## config.mk

```make
export PLATFORM = sky130hd
export DESIGN_NAME = time_digit_ctrl
export DESIGN_NICKNAME = d
export VERILOG_FILES = /design/src/rtl/display_pkg.sv /design/src/rtl/bcd_counter3.sv /design/src/rtl/time_digit_ctrl.sv
export SDC_FILE = /design/constraint.sdc
export NUM_CORES = 1
export LEC_CHECK = 0
export ABC_AREA = 0
export CORE_ASPECT_RATIO = 0.7
export CORE_MARGIN = 1.5
export CORE_UTILIZATION = 55
export DETAILED_ROUTE_END_ITERATION = 8
export PLACE_DENSITY = 0.84
export SYNTH_ARGS = -nofsm -noshare
export SYNTH_HDL_FRONTEND = slang
export SYNTH_SLANG_ARGS = --single-unit
```

## constraint.sdc

```tcl
create_clock -name vga_clk -period 5.2 [get_ports vga_clk]
set_input_delay 0.52 -clock vga_clk [delete_from_list [all_inputs] [get_ports vga_clk]]
set_output_delay 0.52 -clock vga_clk [all_outputs]
set_load 0.05 [all_outputs]
```

## src/rtl/display_pkg.sv

```systemverilog
// Shared screen geometry and timer FSM encoding for the border display blocks.
package display_pkg;

    localparam int VGA_WIDTH  = 640;
    localparam int VGA_HEIGHT = 480;
    localparam int DIGIT_W    = 16;
    localparam int DIGIT_H    = 16;

    // Timer strip is three glyphs wide, centred on the bottom rows.
    localparam int TIME_LEFT  = VGA_WIDTH / 2 - (3 * DIGIT_W) / 2;
    localparam int TIME_TOP   = VGA_HEIGHT - DIGIT_H;

    localparam logic [3:0] BCD_MAX = 4'd9;

    typedef enum logic [1:0] {
        IDLE  = 2'd0,
        RUN   = 2'd1,
        PAUSE = 2'd2,
        DONE  = 2'd3
    } timer_state_t;

endpackage

```

## src/rtl/bcd_counter3.sv

```systemverilog
// Three-digit BCD counter that stops at 999; sat flags the saturated value.
module bcd_counter3
    import display_pkg::*;
(
    input  logic       clk,
    input  logic       srst_n,
    input  logic       clr,
    input  logic       inc,
    output logic [3:0] d2,
    output logic [3:0] d1,
    output logic [3:0] d0,
    output logic       sat
);

    assign sat = (d2 == BCD_MAX) && (d1 == BCD_MAX) && (d0 == BCD_MAX);

    always_ff @(posedge clk) begin
        if (!srst_n || clr) begin
            d2 <= 4'd0;
            d1 <= 4'd0;
            d0 <= 4'd0;
        end else if (inc && !sat) begin
            // Ripple carries resolve combinationally so all digits move together.
            if (d0 == BCD_MAX) begin
                d0 <= 4'd0;
                if (d1 == BCD_MAX) begin
                    d1 <= 4'd0;
                    d2 <= d2 + 4'd1;
                end else begin
                    d1 <= d1 + 4'd1;
                end
            end else begin
                d0 <= d0 + 4'd1;
            end
        end
    end

endmodule

```

## src/rtl/time_digit_ctrl.sv

```systemverilog
// Game timer sequencer: start/pause/over FSM, seconds prescaler, BCD count,
// per-frame snapshot and registered pixel-to-digit lookup for the timer strip.
module time_digit_ctrl
    import display_pkg::*;
#(
    parameter int CLK_FREQ = 25_000_000
) (
    input  logic         vga_clk,
    input  logic         sys_rst_n,
    input  logic         game_start,
    input  logic         game_pause,
    input  logic         game_over,
    input  logic [9:0]   pix_x,
    input  logic [9:0]   pix_y,
    output logic [3:0]   time_1s,
    output logic [3:0]   time_10s,
    output logic [3:0]   time_100s,
    output logic [3:0]   number_i,
    output logic [3:0]   number_x,
    output logic [3:0]   number_y,
    output logic         digit_en,
    output logic         time_up,
    output timer_state_t timer_state
);

    localparam int PW = (CLK_FREQ > 1) ? $clog2(CLK_FREQ) : 1;
    localparam logic [PW-1:0] PRE_LAST = PW'(CLK_FREQ - 1);

    localparam logic [10:0] AREA_L  = 11'(TIME_LEFT);
    localparam logic [10:0] AREA_R  = 11'(TIME_LEFT + 3 * DIGIT_W);
    localparam logic [10:0] AREA_T  = 11'(TIME_TOP);
    localparam logic [10:0] AREA_B  = 11'(VGA_HEIGHT);
    localparam logic [10:0] DW_1    = 11'(DIGIT_W);
    localparam logic [10:0] DW_2    = 11'(2 * DIGIT_W);

    // Handshake: game_start/game_over are single-cycle pulses sampled on
    // vga_clk; game_pause is a level. No backpressure exists on any input.
    timer_state_t state, state_nxt;
    logic          start_take;
    logic          run_ok;
    logic          cnt_en;
    logic          cnt_clr;
    logic          pre_clr;
    logic          tick;
    logic          sat;
    logic [PW-1:0] pre;

    assign start_take  = game_start && !game_pause && !game_over;
    assign run_ok      = !game_pause && !game_over && !sat;
    assign tick        = cnt_en && (pre == PRE_LAST);
    assign timer_state = state;

    always_ff @(posedge vga_clk) begin
        if (!sys_rst_n) begin
            state <= IDLE;
        end else begin
            state <= state_nxt;
        end
    end

    always_comb begin
        state_nxt = state;
        case (state)
            IDLE, DONE: begin
                if (start_take) begin
                    state_nxt = RUN;
                end
            end
            RUN, PAUSE: begin
                if (game_over || (state == RUN && sat)) begin
                    state_nxt = DONE;
                end else if (game_pause) begin
                    state_nxt = PAUSE;
                end else begin
                    state_nxt = RUN;
                end
            end
            default: state_nxt = IDLE;
        endcase
    end

    // Releasing pause counts in the same cycle, so the prescaler sees no bubble.
    always_comb begin
        cnt_en  = 1'b0;
        cnt_clr = 1'b0;
        pre_clr = 1'b0;
        time_up = 1'b0;
        case (state)
            IDLE, DONE: begin
                pre_clr = 1'b1;
                cnt_clr = start_take;
            end
            RUN: begin
                cnt_en  = run_ok;
                time_up = sat;
            end
            PAUSE: begin
                cnt_en = run_ok;
            end
            default: begin
                pre_clr = 1'b1;
            end
        endcase
    end

    always_ff @(posedge vga_clk) begin
        if (!sys_rst_n || pre_clr) begin
            pre <= '0;
        end else if (cnt_en) begin
            pre <= tick ? '0 : pre + PW'(1);
        end
    end

    bcd_counter3 u_bcd (
        .clk    (vga_clk),
        .srst_n (sys_rst_n),
        .clr    (cnt_clr),
        .inc    (tick),
        .d2     (time_100s),
        .d1     (time_10s),
        .d0     (time_1s),
        .sat    (sat)
    );

    logic [3:0] snap2, snap1, snap0;

    always_ff @(posedge vga_clk) begin
        if (!sys_rst_n) begin
            snap2 <= 4'd0;
            snap1 <= 4'd0;
            snap0 <= 4'd0;
        end else if (pix_x == 10'd0 && pix_y == 10'd0) begin
            snap2 <= time_100s;
            snap1 <= time_10s;
            snap0 <= time_1s;
        end
    end

    logic [10:0] px, py, rel_x;
    logic        in_area;
    logic [3:0]  pix_num, pix_gx, pix_gy;

    // 11-bit compares keep pix_x < L from wrapping into the strip.
    assign px      = {1'b0, pix_x};
    assign py      = {1'b0, pix_y};
    assign rel_x   = px - AREA_L;
    assign in_area = (px >= AREA_L) && (px < AREA_R) && (py >= AREA_T) && (py < AREA_B);

    always_comb begin
        pix_num = 4'd0;
        pix_gx  = 4'd0;
        pix_gy  = 4'd0;
        if (in_area) begin
            pix_gy = 4'(py - AREA_T);
            if (rel_x < DW_1) begin
                pix_num = snap2;
                pix_gx  = 4'(rel_x);
            end else if (rel_x < DW_2) begin
                pix_num = snap1;
                pix_gx  = 4'(rel_x - DW_1);
            end else begin
                pix_num = snap0;
                pix_gx  = 4'(rel_x - DW_2);
            end
        end
    end

    always_ff @(posedge vga_clk) begin
        if (!sys_rst_n) begin
            digit_en <= 1'b0;
            number_i <= 4'd0;
            number_x <= 4'd0;
            number_y <= 4'd0;
        end else begin
            digit_en <= in_area;
            number_i <= pix_num;
            number_x <= pix_gx;
            number_y <= pix_gy;
        end
    end

endmodule
```

==> impl_metrics.ini <==
[outcome]
status = finished clean

[hold_path]
min_path_type = reg2reg

[floorplanning]
die_h_um = 64.9
ios = 53
row_count = 22
start_util = 0.572
die_x_um = 91.4
core_mm2 = 0.00526
die-area_mm2 = 0.00593

[sta]
timing.final.ws_setup_ns = 2.19
worstMarginPinSlew_ns = 1.14
finalMaxSlewViolations = 0
post-route-period-util = 0.579
period_needed_ns = 3.01
finClkSkew_ns = 0.00893
slew_headroom = 0.240
setup_violations = 0
fin_setup_tns_ns = 0
timing.fmax_mhz = 332
rsz0062_at_grt = false
finalHoldViolations = 0

[route]
wl_per_cell_um = 15.3
drcViolationCount = 0
viasPerCell = 5.73
drtIter0Drc = 153
drt_wl_total_um = 7110
detail-route-antenna-nets = 0
vias = 2659
first_pass_iters = 5

[yosys]
avgSynthCellArea_um2 = 8.87
syn_nets = 370
synth_cells = 339
syn_area_mm2 = 0.00301
synth.distinct_cells = 46
ys_ff_latch = 64
synth-seq-area-share = 0.426
yosysWarnings = 0

[global_route]
grt_antenna_before_repair = 0
first_global_vias = 2437
grt_max_degree = 26
grt_usage = 0.261
grt.overflow.total = 0
grt_pass1_wl_um = 11900

[critical_path]
cp-start-kind = flop
required_ns = 5.43
criticalPathCategory = reg2reg
critPathMaxFanout = 25
end_kind = flop
crit_arrival_ns = 3.24

[placement]
hpwl_um = 4970
pre_cts_slack_ns = 1.98
dpl_cell_area_mm2 = 0.00356
port_buffers = 52
place_congestion = 0.808
dp_cells = 449

[clocking]
hold_buffers = 0
clkLatencyLatePin_ns = 0.34
post_cts_resized = 0
clock-root-buffer = clkbuf_8
htreeDepth = 3
clk_pin_slew_worst_paths_ns = 0.07
cts_setup_buffers = 0
cts_sinks = 64
cts_tree = built
cts.path.max_buffers = 2
cts_buffers = 9

[layout]
fillers = 448
drive_gt1_frac = 0.0689
final_common_cell = dfxtp_1
fin_area_mm2 = 0.00375
final_cell_mix = dfxtp_1, clkdlybuf4s50_1, nor2_1
layout.nets = 419
postLayoutCoreUtil = 0.713
antenna_cells = 0
area_growth_syn_to_layout_pct = 24.7
fin_cells = 464

[power]
p_per_area_mw_per_mm2 = 287
leakagePower_nw = 1.34
vdd.ir_drop.worst_v = 0.000168

[run]
cap_violations = 0
## critical path: stages (launching register included)
cell and delay [ns]:
dfxtp_1 0.37, inv_1 0.07, ha_1 0.37, nor3_2 0.27
nand4_1 0.30, nor4_1 0.51, or3_1 0.75, o21ba_2 0.25
## sequential cells by signal, summed over array words and instances, names as in the netlist
name / count
snap0: 4
snap1: 4
timer_state: 2
u_bcd.d0: 4
number_i: 4
snap2: 4
number_x: 4
digit_en: 1
pre: 25
u_bcd.d2: 4
number_y: 4
u_bcd.d1: 4
## logic make-up after synthesis
group                    share of synthesized area
AND/OR/NAND/NOR                              0.314
flip-flops                                   0.426
AO/OA/AOI/OAI                               0.0687
buffers and inverters                       0.0341
multiplexers                                0.0741
XOR/XNOR                                    0.0583
adder cells (fa/ha/maj)                     0.0250
## synthesized netlist by cell type (all sizes together)
master,n,area share
or3,11,0.023
a21boi,1,0.0025
a2111oi,1,0.0029
nand4,14,0.029
and3b,1,0.0029
or4b,2,0.0079
mux2i,20,0.067
o211a,4,0.013
o21ai,9,0.015
dfxtp,64,0.43
a211oi,1,0.0025
ha,6,0.025
mux2,2,0.0075
o41ai,1,0.0029
a31oi,3,0.0062
nor2,44,0.055
buf,7,0.013
clkbuf,7,0.0087
xor2,7,0.020
nor4bb,1,0.0033
and2,9,0.019
inv,10,0.012
nor4,11,0.027
nor4b,3,0.0087
and3,9,0.019
nor3b,1,0.0025
o21ba,1,0.0033
or4,4,0.011
a21oi,12,0.020
and2b,1,0.0025
nand2,26,0.032
nand3,15,0.025
nor3,5,0.010
and4bb,2,0.0083
and4,4,0.012
xnor2,13,0.038
nand3b,3,0.0075
nor2b,3,0.0062
or2,1,0.0021
## power by group
group | switching, mW | internal (mW) | leakage (nW)
Sequential | 0.00780 | 0.498 | 0.516
Clock | 0.183 | 0.222 | 0.0975
Combinational | 0.109 | 0.0587 | 0.729
Total | 0.299 | 0.779 | 1.34
## layout make-up
| type | count | area, um2 | share of cell area |
|---|---|---|---|
| sequential | 64 | 1280 | 0.342 |
| clock inverter | 2 | 12.5 | 0.00334 |
| tap | 72 | 90.1 | 0.0240 |
| inverter | 10 | 37.5 | 0.0100 |
| clock buffer | 13 | 179 | 0.0477 |
| multi-input combinational | 251 | 1630 | 0.434 |
| timing repair buffer | 52 | 520 | 0.139 |
## worst paths after layout
path | start | to | slack, ns | cells past startpoint
setup reg to reg | timer_state[1]$_SDFFE_PN0P_ | pre[20]$_SDFFE_PP0P_ | 2.19 | 7
hold reg to reg | pre[24]$_SDFFE_PP0P_ | pre[24]$_SDFFE_PP0P_ | 0.50 | 2
setup / recovery | timer_state[1]$_SDFFE_PN0P_ | pre[20]$_SDFFE_PP0P_ | 2.19 | 7
hold / removal | pre[24]$_SDFFE_PP0P_ | pre[24]$_SDFFE_PP0P_ | 0.50 | 2
## stage by stage
step,total power [mW],hold WS [ns]
after CTS,1.08,0.501
after global placement,0.675,0.466
final,1.08,0.497
after detailed placement,0.678,0.482
after global routing,1.12,0.518
after floorplan,0.624,0.453
## per-layer routing
layer  global-route usage  wire length (um)
met1                0.364              3580
met2                0.370              2990
met3               0.0822               417
met4                0.104               120
met5                    0                 0
Note: power is estimated with default switching activity, not from simulation.
